--- src/rtl/tfm_pkg.sv ---
// Shared encodings and helpers for the ternary vector unit: trit codes, op codes,
// FSM states and the trit multiply used by every lane.
package tfm_pkg;

    localparam logic [1:0] TRIT_ZERO = 2'b00;
    localparam logic [1:0] TRIT_POS  = 2'b01;
    localparam logic [1:0] TRIT_NEG  = 2'b10;
    localparam logic [1:0] TRIT_INV  = 2'b11;

    typedef enum logic [1:0] {
        OP_ACC      = 2'b00,
        OP_ACC_KEEP = 2'b01,
        OP_DOT      = 2'b10,
        OP_EWISE    = 2'b11
    } op_e;

    typedef enum logic [1:0] {
        ST_IDLE   = 2'b00,
        ST_RUN    = 2'b01,
        ST_REDUCE = 2'b10,
        ST_HOLD   = 2'b11
    } state_e;

    function automatic logic trit_bad(input logic [1:0] t);
        return (t == TRIT_INV);
    endfunction

    // Zero and invalid codes both multiply as zero.
    function automatic logic signed [1:0] trit_mul(input logic [1:0] w, input logic [1:0] x);
        logic signed [1:0] p;
        if ((w != TRIT_POS && w != TRIT_NEG) || (x != TRIT_POS && x != TRIT_NEG)) begin
            p = 2'sb00;
        end else if (w == x) begin
            p = 2'sb01;
        end else begin
            p = 2'sb11;
        end
        return p;
    endfunction

endpackage

--- src/rtl/tvu_lane.sv ---
// One saturating ternary MAC lane: load overwrites with the product, add accumulates
// with clamping, clear zeroes the accumulator.
module tvu_lane
    import tfm_pkg::*;
#(
    parameter int ACCUM_WIDTH = 32
) (
    input  logic                          clk,
    input  logic                          clear_i,
    input  logic                          load_i,
    input  logic                          add_i,
    input  logic [1:0]                    w_i,
    input  logic [1:0]                    x_i,
    output logic signed [ACCUM_WIDTH-1:0] acc_o,
    output logic                          sat_o
);
    localparam logic signed [ACCUM_WIDTH:0] MAX_V = {2'b00, {(ACCUM_WIDTH-1){1'b1}}};
    localparam logic signed [ACCUM_WIDTH:0] MIN_V = {2'b11, {(ACCUM_WIDTH-1){1'b0}}};

    logic signed [ACCUM_WIDTH-1:0] acc_q;
    logic signed [ACCUM_WIDTH-1:0] acc_d;
    logic signed [1:0]             prod_s;
    logic signed [ACCUM_WIDTH:0]   sum_s;

    // Next accumulator value; the sum carries one guard bit so clamping is exact.
    always_comb begin
        prod_s = trit_mul(w_i, x_i);
        sum_s  = {acc_q[ACCUM_WIDTH-1], acc_q} + {{(ACCUM_WIDTH-1){prod_s[1]}}, prod_s};
        sat_o  = 1'b0;
        acc_d  = acc_q;
        if (load_i) begin
            acc_d = {{(ACCUM_WIDTH-2){prod_s[1]}}, prod_s};
        end else if (add_i) begin
            if (sum_s > MAX_V) begin
                acc_d = MAX_V[ACCUM_WIDTH-1:0];
                sat_o = 1'b1;
            end else if (sum_s < MIN_V) begin
                acc_d = MIN_V[ACCUM_WIDTH-1:0];
                sat_o = 1'b1;
            end else begin
                acc_d = sum_s[ACCUM_WIDTH-1:0];
            end
        end else begin
            acc_d = acc_q;
        end
    end

    // Accumulator register
    always_ff @(posedge clk) begin
        if (clear_i) begin
            acc_q <= {ACCUM_WIDTH{1'b0}};
        end else begin
            acc_q <= acc_d;
        end
    end

    assign acc_o = acc_q;

endmodule

--- src/rtl/ternary_vector_unit.sv ---
// SIMD ternary MAC engine: LANES saturating lanes behind a valid/ready beat stream,
// with beat counting, sticky flags, a registered dot-product adder tree and a held result.
module ternary_vector_unit
    import tfm_pkg::*;
#(
    parameter int LANES       = 16,
    parameter int ACCUM_WIDTH = 32,
    parameter int MAX_DEPTH   = 256,
    parameter int DEPTH_W     = 9
) (
    input  logic                                  clk,
    input  logic                                  reset,
    input  logic [1:0]                            op_mode,
    input  logic                                  in_valid,
    output logic                                  in_ready,
    input  logic                                  in_last,
    input  logic [LANES*2-1:0]                    bus_weights,
    input  logic [LANES*2-1:0]                    bus_inputs,
    output logic                                  out_valid,
    input  logic                                  out_ready,
    output logic [LANES*ACCUM_WIDTH-1:0]          vector_out,
    output logic [ACCUM_WIDTH+$clog2(LANES)-1:0]  dot_out,
    output logic [DEPTH_W-1:0]                    beat_count,
    output logic                                  sat_flag,
    output logic                                  err_flag
);
    localparam int LVLS = $clog2(LANES);
    localparam int DW   = ACCUM_WIDTH + LVLS;
    localparam logic [DEPTH_W-1:0] DEPTH_LIM = DEPTH_W'(MAX_DEPTH);
    localparam logic [LVLS:0]      RED_DOT   = (LVLS+1)'(LVLS);

    state_e                        state_q;
    op_e                           mode_q;
    logic [DEPTH_W-1:0]            cnt_q;
    logic [LVLS:0]                 red_cnt_q;
    logic                          sat_q, err_q, out_valid_q;
    logic signed [DW-1:0]          dot_q;
    logic signed [DW-1:0]          tree_q [LANES-1];
    logic signed [DW-1:0]          tree_s [2*LANES-1];
    logic signed [ACCUM_WIDTH-1:0] acc_s [LANES];
    logic [LANES-1:0]              lane_sat_s;
    logic accept_s, first_s, load_s, add_s, bad_s, depth_hit_s, ewise_s, end_s, forced_s;
    logic [DEPTH_W-1:0]            cnt_next_s;
    logic [LVLS:0]                 red_tgt_s;

    assign in_ready = !reset && (state_q == ST_IDLE || state_q == ST_RUN);

    // Beat decode: lane controls, depth tracking and end-of-vector detection
    always_comb begin
        accept_s    = in_valid && in_ready;
        first_s     = accept_s && (state_q == ST_IDLE);
        load_s      = first_s && (op_e'(op_mode) != OP_ACC_KEEP);
        add_s       = accept_s && !load_s;
        cnt_next_s  = first_s ? DEPTH_W'(1) : (cnt_q + DEPTH_W'(1));
        depth_hit_s = (cnt_next_s == DEPTH_LIM);
        ewise_s     = first_s && (op_e'(op_mode) == OP_EWISE);
        end_s       = in_last || depth_hit_s || ewise_s;
        forced_s    = depth_hit_s && !in_last && !ewise_s;
        red_tgt_s   = (mode_q == OP_DOT) ? RED_DOT : {(LVLS+1){1'b0}};
        bad_s       = 1'b0;
        for (int i = 0; i < LANES; i++) begin
            bad_s = bad_s | trit_bad(bus_weights[2*i +: 2]) | trit_bad(bus_inputs[2*i +: 2]);
        end
    end

    for (genvar g = 0; g < LANES; g++) begin : g_lane
        tvu_lane #(.ACCUM_WIDTH(ACCUM_WIDTH)) u_lane (
            .clk     (clk),
            .clear_i (reset),
            .load_i  (load_s),
            .add_i   (add_s),
            .w_i     (bus_weights[2*g +: 2]),
            .x_i     (bus_inputs[2*g +: 2]),
            .acc_o   (acc_s[g]),
            .sat_o   (lane_sat_s[g])
        );
        assign vector_out[g*ACCUM_WIDTH +: ACCUM_WIDTH] = acc_s[g];
    end

    // Heap-ordered tree view: internal nodes are registers, leaves are the sign-extended lanes
    always_comb begin
        for (int i = 0; i < LANES-1; i++) begin
            tree_s[i] = tree_q[i];
        end
        for (int i = 0; i < LANES; i++) begin
            tree_s[LANES-1+i] = DW'(acc_s[i]);
        end
    end

    // Free-running pipelined adder tree; the root settles LVLS cycles after the lanes stop
    always_ff @(posedge clk) begin
        if (reset) begin
            for (int i = 0; i < LANES-1; i++) begin
                tree_q[i] <= {DW{1'b0}};
            end
        end else begin
            for (int i = 0; i < LANES-1; i++) begin
                tree_q[i] <= tree_s[2*i+1] + tree_s[2*i+2];
            end
        end
    end

    // Control FSM with registered result handshake, counters and sticky flags.
    // REDUCE also provides the one-cycle result stage for the non-DOT modes.
    always_ff @(posedge clk) begin
        if (reset) begin
            state_q     <= ST_IDLE;
            mode_q      <= OP_ACC;
            cnt_q       <= {DEPTH_W{1'b0}};
            red_cnt_q   <= {(LVLS+1){1'b0}};
            sat_q       <= 1'b0;
            err_q       <= 1'b0;
            out_valid_q <= 1'b0;
            dot_q       <= {DW{1'b0}};
        end else begin
            case (state_q)
                ST_IDLE: begin
                    if (first_s) begin
                        mode_q    <= op_e'(op_mode);
                        cnt_q     <= cnt_next_s;
                        sat_q     <= |lane_sat_s;
                        err_q     <= bad_s || forced_s;
                        dot_q     <= {DW{1'b0}};
                        red_cnt_q <= {(LVLS+1){1'b0}};
                        state_q   <= end_s ? ST_REDUCE : ST_RUN;
                    end
                end
                ST_RUN: begin
                    if (accept_s) begin
                        cnt_q     <= cnt_next_s;
                        sat_q     <= sat_q || (|lane_sat_s);
                        err_q     <= err_q || bad_s || forced_s;
                        red_cnt_q <= {(LVLS+1){1'b0}};
                        if (end_s) begin
                            state_q <= ST_REDUCE;
                        end
                    end
                end
                ST_REDUCE: begin
                    red_cnt_q <= red_cnt_q + (LVLS+1)'(1);
                    if (red_cnt_q == red_tgt_s) begin
                        state_q     <= ST_HOLD;
                        out_valid_q <= 1'b1;
                        if (mode_q == OP_DOT) begin
                            dot_q <= tree_s[0];
                        end
                    end
                end
                ST_HOLD: begin
                    if (out_ready) begin
                        out_valid_q <= 1'b0;
                        state_q     <= ST_IDLE;
                    end
                end
                default: begin
                    state_q     <= ST_IDLE;
                    out_valid_q <= 1'b0;
                end
            endcase
        end
    end

    assign out_valid  = out_valid_q;
    assign dot_out    = dot_q;
    assign beat_count = cnt_q;
    assign sat_flag   = sat_q;
    assign err_flag   = err_q;

endmodule

--- config.mk ---
export PLATFORM = sky130hd
export DESIGN_NAME = ternary_vector_unit
export DESIGN_NICKNAME = d
export VERILOG_FILES = /design/src/rtl/tfm_pkg.sv /design/src/rtl/tvu_lane.sv /design/src/rtl/ternary_vector_unit.sv
export SDC_FILE = /design/constraint.sdc
export NUM_CORES = 2
export LEC_CHECK = 0
export BUFFER_PORTS_ARGS = -buffer_cell sky130_fd_sc_hd__buf_2
export CORE_ASPECT_RATIO = 0.8
export CORE_MARGIN = 4
export CORE_UTILIZATION = 62
export DETAILED_ROUTE_END_ITERATION = 10
export PLACE_DENSITY = 0.78
export REMOVE_ABC_BUFFERS = 1
export SYNTH_ARGS = -nofsm -noshare
export SYNTH_HDL_FRONTEND = slang
export SYNTH_SLANG_ARGS = --single-unit
export TNS_END_PERCENT = 30
--- constraint.sdc ---
create_clock -name clk -period 9.1 [get_ports clk]
set_input_delay 0.455 -clock clk [delete_from_list [all_inputs] [get_ports clk]]
set_output_delay 0.455 -clock clk [all_outputs]
set_load 0.03 [all_outputs]
# Word level (Yosys, flattened, before mapping)
# Memory sizes are Yosys's and may differ from the RTL's.
# Cells that the tools add are included.
[op_classes]
n_bitwise = 46
eq_ne = 126
mux = 206
addsub = 33
n_lt_le_gt_ge = 32
reduce_logical = 80
[ops]
columns = ["op", "count"]
rows = [
  ["2-to-1 mux 32 bit", 64],
  ["2-to-1 mux 36 bit", 18],
  ["adder 32 x 2 -> 33 bit", 16],
  ["greater-than comparator 33 x 32 -> 1 bit, second input constant", 16],
  ["< comparator 33 x 32 -> 1 bit, second input constant", 16],
  ["adder 32 x 32 -> 33 bit", 8],
  ["adder 36 bit", 7],
  ["2-to-1 mux 2 bit", 38],
  ["!= test 2 bit, second input constant", 38],
  ["2-to-1 mux 1 bit", 73],
  ["== test 2 bit, second input constant", 36],
  ["case mux 36 bit (2 select lines)", 1],
  ["!= test 2 x 1 -> 1 bit, second input constant", 33],
  ["bitwise OR 1 bit", 46],
  ["logical AND 1 bit", 40],
  ["== test 2 bit", 16],
  ["2-to-1 mux 9 bit", 3],
  ["logical OR 1 bit", 23],
  ["case mux 9 bit (2 select lines)", 1],
  ["OR reduction 16 bit", 1],
  ["case mux 5 bit (3 select lines)", 1],
  ["2-to-1 mux 5 bit", 2],
  ["adder 9 x 1 -> 9 bit, second input constant", 1],
  ["== test 9 bit, second input constant", 1],
  ["other kinds (14)", 24],
]
[totals]
ram_bits = 540
register_bits = 569
mem_count = 1
[memory_table]
columns = ["memory", "words", "word_bits", "rd", "rd_ports_with_merged_regs", "wr", "line_no", "rtl"]
rows = [
  ["tree_q", 15, 36, 15, 0, 15, "ternary_vector_unit.sv:38", "logic signed [DW-1:0] tree_q [LANES-1];"],
]

# Logic depth before layout (Yosys ltp)
[depth]
depth_word = 36
depth_mapped = 20
mapped_depth_nobuf = 18

# Cells and area by module
# From an unflattened synthesis, not the netlist that was laid out.
[unflattened]
cells_unflattened = 11344
area_unflattened_um2 = 89883.7
[by_module_without_submodules]
columns = ["mod", "cells_each", "area_each_um2", "seq_area_each_um2", "instances"]
rows = [
  ["tvu_lane (g_lane[12].u_lane ...)", 419, 3194.3, 640.6, 13],
  ["ternary_vector_unit", 4601, 38493.2, 11471.0, 1],
  ["tvu_lane (g_lane[0].u_lane ...)", 432, 3288.2, 640.6, 3],
]

# Least setup slack after synthesis
# Ideal clock, no wire load.
[synth_timing]
path_type = "input-to-reg"
start = "input bus_inputs[22]"
end = "register g_lane[11].u_lane.acc_q[1]"
n_path_buf = 1
path_slack_ns = 2.548
arrival_ns = 6.481
setup_time_ns = 0.070
stages = 18
cell_sequence = "ha_1 -> and2_1 -> a21boi_0 -> ha_1 -> a211o_1 -> a2111o_1 -> a211oi_2 -> o22ai_1 -> a31o_1 -> a2111oi_2 -> o21bai_1 -> a21oi_2 -> xnor2_1 -> nor2_2 -> nor2_1 -> clkbuf_1 -> o21ai_0 -> a21oi_1"
[synth_via]
elab_chain_cells = 10
word_cells_on_any_way = 14
classes_between = "add/sub (1); order compare (2); eq/ne (3); mux (6); reduce/logical (2)"
[synth_lines]
columns = ["element", "line_no", "rtl"]
rows = [
  ["from (decl)", "ternary_vector_unit.sv:18", "input logic [LANES*2-1:0] bus_inputs,"],
  ["!= test 2 x 1 -> 1 bit / != test 2 bit (equally long branches)", "tfm_pkg.sv:31", "if ((w != TRIT_POS && w != TRIT_NEG) || (x != TRIT_POS && x != TRIT_NEG)) begin"],
  ["logical AND 1 bit", "tfm_pkg.sv:31", ""],
  ["logical OR 1 bit", "tfm_pkg.sv:31", ""],
  ["2-to-1 mux 2 bit *", "tfm_pkg.sv:31", ""],
  ["adder 32 x 2 -> 33 bit", "tvu_lane.sv:28", "sum_s = {acc_q[ACCUM_WIDTH-1], acc_q} + {{(ACCUM_WIDTH-1){prod_s[1]}}, prod_s};"],
  ["< comparator 33 x 32 -> 1 bit", "tvu_lane.sv:37", "end else if (sum_s < MIN_V) begin"],
  ["2-to-1 mux 32 bit", "tvu_lane.sv:37", ""],
  ["2-to-1 mux 32 bit", "tvu_lane.sv:34", "if (sum_s > MAX_V) begin"],
  ["2-to-1 mux 32 bit", "tvu_lane.sv:33", "end else if (add_i) begin"],
  ["2-to-1 mux 32 bit *", "tvu_lane.sv:31", "if (load_i) begin"],
  ["to (signal assigned)", "tvu_lane.sv:51", "acc_q <= {ACCUM_WIDTH{1'b0}};"],
  ["to (decl)", "tvu_lane.sv:20", "logic signed [ACCUM_WIDTH-1:0] acc_q;"],
]
# Every way passes the cells marked *; elsewhere a longest branch is shown, timed or not. The select of a mux whose other input is x is not followed.
# A chain may end at the register's enable or synchronous reset.

# Worst setup path after layout
[layout_timing]
start = "input bus_inputs[12]"
end = "register sat_q, in the netlist sat_flag"
[layout_via]
elab_chain_cells = 14
word_cells_on_any_way = 19
classes_between = "add/sub (1); order compare (2); eq/ne (3); mux (9); reduce/logical (4)"
[layout_lines]
columns = ["element", "line_no", "rtl"]
rows = [
  ["!= test 2 x 1 -> 1 bit / != test 2 bit (equally long branches)", "tfm_pkg.sv:31", ""],
  ["logical AND 1 bit", "tfm_pkg.sv:31", ""],
  ["logical OR 1 bit", "tfm_pkg.sv:31", ""],
  ["2-to-1 mux 2 bit *", "tfm_pkg.sv:31", ""],
  ["adder 32 x 2 -> 33 bit *", "tvu_lane.sv:28", ""],
  ["< comparator 33 x 32 -> 1 bit", "tvu_lane.sv:37", ""],
  ["2-to-1 mux 1 bit", "tvu_lane.sv:37", ""],
  ["2-to-1 mux 1 bit *", "tvu_lane.sv:34", ""],
  ["2-to-1 mux 1 bit *", "tvu_lane.sv:33", ""],
  ["2-to-1 mux 1 bit *", "tvu_lane.sv:31", ""],
  ["OR reduction 16 bit *", "ternary_vector_unit.sv:121, ternary_vector_unit.sv:131", ""],
  ["logical OR 1 bit", "ternary_vector_unit.sv:131", "sat_q <= sat_q || (|lane_sat_s);"],
  ["2-to-1 mux 1 bit", "ternary_vector_unit.sv:129", "if (accept_s) begin"],
  ["case mux 1 bit (2 select lines) *", "ternary_vector_unit.sv:116", "case (state_q)"],
  ["to (signal assigned)", "ternary_vector_unit.sv:121", "sat_q <= |lane_sat_s;"],
  ["to (signal assigned)", "ternary_vector_unit.sv:131", ""],
  ["to (decl)", "ternary_vector_unit.sv:36", "logic sat_q, err_q, out_valid_q;"],
]
# Marks and branches as above.

==> flow_metrics.py <==
metrics = {
    "sta": {
        "fin_skew_ns": 0.0290,
        "final_hold_viol_count": 0,
        "min_period_over_period_pct": 65.1,
        "rsz0062_at_grt": "no",
        "slew_viol_final": 0,
        "finalSetupViolCount": 0,
        "min_period_ns": 5.92,
        "timing.slew.headroom_pct": 11.7,
        "worst_slack_ns": 3.18,
        "max_freq_mhz": 169,
        "tightest_slew_ns": 1.32,
    },
    "synthesis": {
        "ys_types": 96,
        "synthFlopType": "dfxtp_1",
        "seq_area_frac_synth_pct": 27.1,
        "syn_inst": 9729,
        "syn_area_mm2": 0.0802,
        "avgSynthCellArea_um2": 8.24,
        "ys_warn_count": 0,
        "synth-seq-cells": 1085,
        "synth-async-reset-ratio_pct": 0,
        "synth_edf_count": 0,
    },
    "route": {
        "ant_nets": 0,
        "route.detailed.drc": 2,
        "first_pass_iters": 11,
        "totalWireLength_um": 274000,
        "drt_iter0_drc": 8777,
        "vias": 78500,
        "vias_per_cell": 6.51,
        "post_drt_wl_per_cell_um": 22.8,
    },
    "cells_and_area": {
        "fin_nets": 11400,
        "drive_gt1_share_pct": 10.2,
        "nFillCells": 10600,
        "final_util_pct": 69.7,
        "syn2layout_area_growth_pct": 11.1,
    },
    "die": {
        "rows": 117,
        "initial_core_util_pct": 62.7,
        "dieArea_mm2": 0.135,
        "io_pins": 632,
        "core_area_mm2": 0.128,
        "die_h_um": 330,
        "die_w_um": 410,
    },
    "critical_path": {
        "start_kind": "input port",
        "cp.arrival_ns": 6.54,
        "critical_path_required_ns": 9.72,
        "critPathCaptureType": "register",
        "critPathKind": "input port to register",
        "cp_max_fo": 33,
    },
    "clocking": {
        "post-cts-setup-buffers": 0,
        "cts_buffer_depth": 3,
        "cts_tree": "yes",
        "clock_sinks": 1085,
        "cts_root_buffer": "clkbuf_16",
        "h-tree-depth": 3,
        "insertion_delay_ns": 0.77,
        "clk_pin_slew_ns": 0.06,
        "cts_buffers": 114,
    },
    "power_and_ir_drop": {
        "power.density_mw_per_mm2": 255,
        "peakVddDrop_mv": 0.209,
        "p_leak_nw": 43.1,
    },
    "grt": {
        "antenna_found_initial": 17,
        "grt_usage_pct": 38.6,
        "grt_overflow": 0,
        "grt_pass1_wl_um": 415000,
        "grt_max_degree": 100,
        "grt_pass1_vias": 70900,
    },
    "placement": {
        "dpl.hpwl_um": 211000,
        "place_congestion": 0.998,
        "portBuffers": 631,
        "post-place-ws_ns": 2.70,
    },
    "outcome": {
        "violations": "design-rule violations",
        "status": "finished, violations left",
    },
    "hold_path": {
        "hold_class": "input port to register",
    },
    "job": {
        "drv_cap": 0,
    },
}
[final cells by class]
cell class,count,area (um2),area share (%)
multi-input cells,8027,56300,63.2
flip-flops and latches,1085,21700,24.4
repair buffers,706,3740,4.20
clock buffers,141,3160,3.54
well taps,1725,2160,2.42
inverters,298,1120,1.26
clock inverters,70,833,0.935
diodes,9,22.5,0.0253
[report_power, final]
part	internal, mW	switching, mW
clock network	2.90	2.15
logic	3.76	6.64
registers	5.88	1.42
total	12.5	10.2
[sequential cells by signal (all words and copies together), names as in the netlist]
register             cells
state_q                  2
tree_q                 516
sat_flag                 1
red_cnt_q                5
out_valid                1
err_flag                 1
dot_out                 36
g_lane.u_lane.acc_o    512
mode_q                   2
beat_count               9
[what timing repair did]
item                      4_1_cts  5_1_grt
hold buffers                    3        0
hold endpoints to repair        2        0
resized for setup               0        0
[kinds of logic (layout without fill, tap and decap cells)]
kind of cell | Yosys count | in the layout | share of synthesized area, %
compound gates | 3549 | 3549 | 28.6
simple gates | 2539 | 2539 | 14.8
flops | 1085 | 1085 | 27.1
fa+ha+maj | 1081 | 1081 | 17.1
xor+xnor | 846 | 846 | 9.24
buf+inv | 617 | 1215 | 3.00
mux | 12 | 12 | 0.154
other cells | 0 | 9 | 0
[through the flow]
step | std cells | hold slack [ns] | area (um2) | TNS (ns) | power (mW)
finish | 12100 | 0.0576 | 89100 | 0 | 22.7
global route | 12100 | 0.0502 | 89100 | 0 | 23.9
CTS | 12100 | 0.0105 | 89100 | 0 | 22.5
detailed placement | 11800 | 0.450 | 85100 | 0 | 17.4
global placement | 11800 | 0.441 | 85000 | 0 | 17.2
floorplan | 9410 | 0.425 | 78900 | -2746.53 | 14.0
[cell usage in the layout (no fill, tap or decap), types with 415 or more instances in the layout]
cell     count
nand2_1    511
nor2_1     968
a21o_1     442
a21oi_1   1181
o21ai_0    507
dfxtp_1   1085
xnor2_1    525
a22oi_1    415
ha_1      1044
buf_2      630
[synth_stat cells, types with 14 or more instances]
cell / instances / area share [%]
a22oi_1: 415 / 3.9
o2111ai_1: 16 / 0.17
a21oi_1: 1188 / 7.4
xor2_1: 321 / 3.5
nand3_1: 186 / 1.2
nor2b_1: 132 / 1.0
or2_2: 38 / 0.30
or3_1: 45 / 0.35
o21bai_1: 127 / 1.2
nand2_1: 513 / 2.4
ha_1: 1044 / 16
a32oi_1: 22 / 0.24
a21boi_0: 47 / 0.44
a221o_1: 37 / 0.46
a211oi_1: 100 / 0.94
a21o_1: 442 / 4.1
and4_1: 15 / 0.16
o31ai_1: 38 / 0.36
xnor2_1: 525 / 5.7
o21ai_0: 508 / 3.2
fa_1: 31 / 0.77
a31oi_1: 126 / 0.98
nor4_1: 34 / 0.27
a311oi_1: 22 / 0.24
o211ai_1: 60 / 0.56
dfxtp_1: 1085 / 27
nor3_1: 178 / 1.1
o31a_1: 16 / 0.17
nor3b_1: 19 / 0.18
and3_1: 85 / 0.66
and2_1: 80 / 0.62
nand4_1: 61 / 0.48
a2111oi_0: 31 / 0.34
a41oi_1: 14 / 0.15
buf_2: 43 / 0.27
a31o_2: 18 / 0.20
nand2b_1: 127 / 0.99
clkbuf_1: 262 / 1.2
o41ai_1: 22 / 0.24
nand3b_1: 16 / 0.15
inv_1: 298 / 1.4
a211o_1: 40 / 0.44
nor2_1: 973 / 4.6
o21a_1: 109 / 1.0
[layer usage]
metal  track usage, %  vias up  part of all wire, %
li1                 -    37000                    -
met1             57.3    37000                   45
met2             54.3     3961                   39
met3             9.30      530                   12
met4             12.9       14                  3.9
met5                0        -                0.032
[worst max-delay path, stage by stage]
cell and delay [ns]:
buf_2 0.12, ha_1 0.27, and2_1 0.19, a21boi_2 0.19
buf_4 0.39, ha_1 0.33, a211oi_1 0.28, o211ai_1 0.20
a2111oi_0 0.61, nor2_1 0.19, a311oi_1 0.36, o21ai_1 0.22
a31oi_1 0.32, o21ai_1 0.26, xnor2_1 0.96, and3_1 0.29
nand4_1 0.40, nor4_1 0.40, a21oi_1 0.10
[worst paths after layout]
kind                                                        startpoint                     end  slack [ns]  depth (start not counted)
worst max-delay path                                    bus_inputs[12]   sat_flag$_SDFFE_PP0P_        3.18                         19
worst min-delay path                                          in_valid  mode_q[1]$_SDFFE_PP0P_        0.06                          3
worst max register to register  g_lane[6].u_lane.acc_o[1]$_SDFFE_PP0P_   sat_flag$_SDFFE_PP0P_        3.49                         14
worst min register to register                  mode_q[0]$_SDFFE_PP0P_  mode_q[0]$_SDFFE_PP0P_        0.46                          2
No activity file was read; power rests on OpenSTA's default activity.
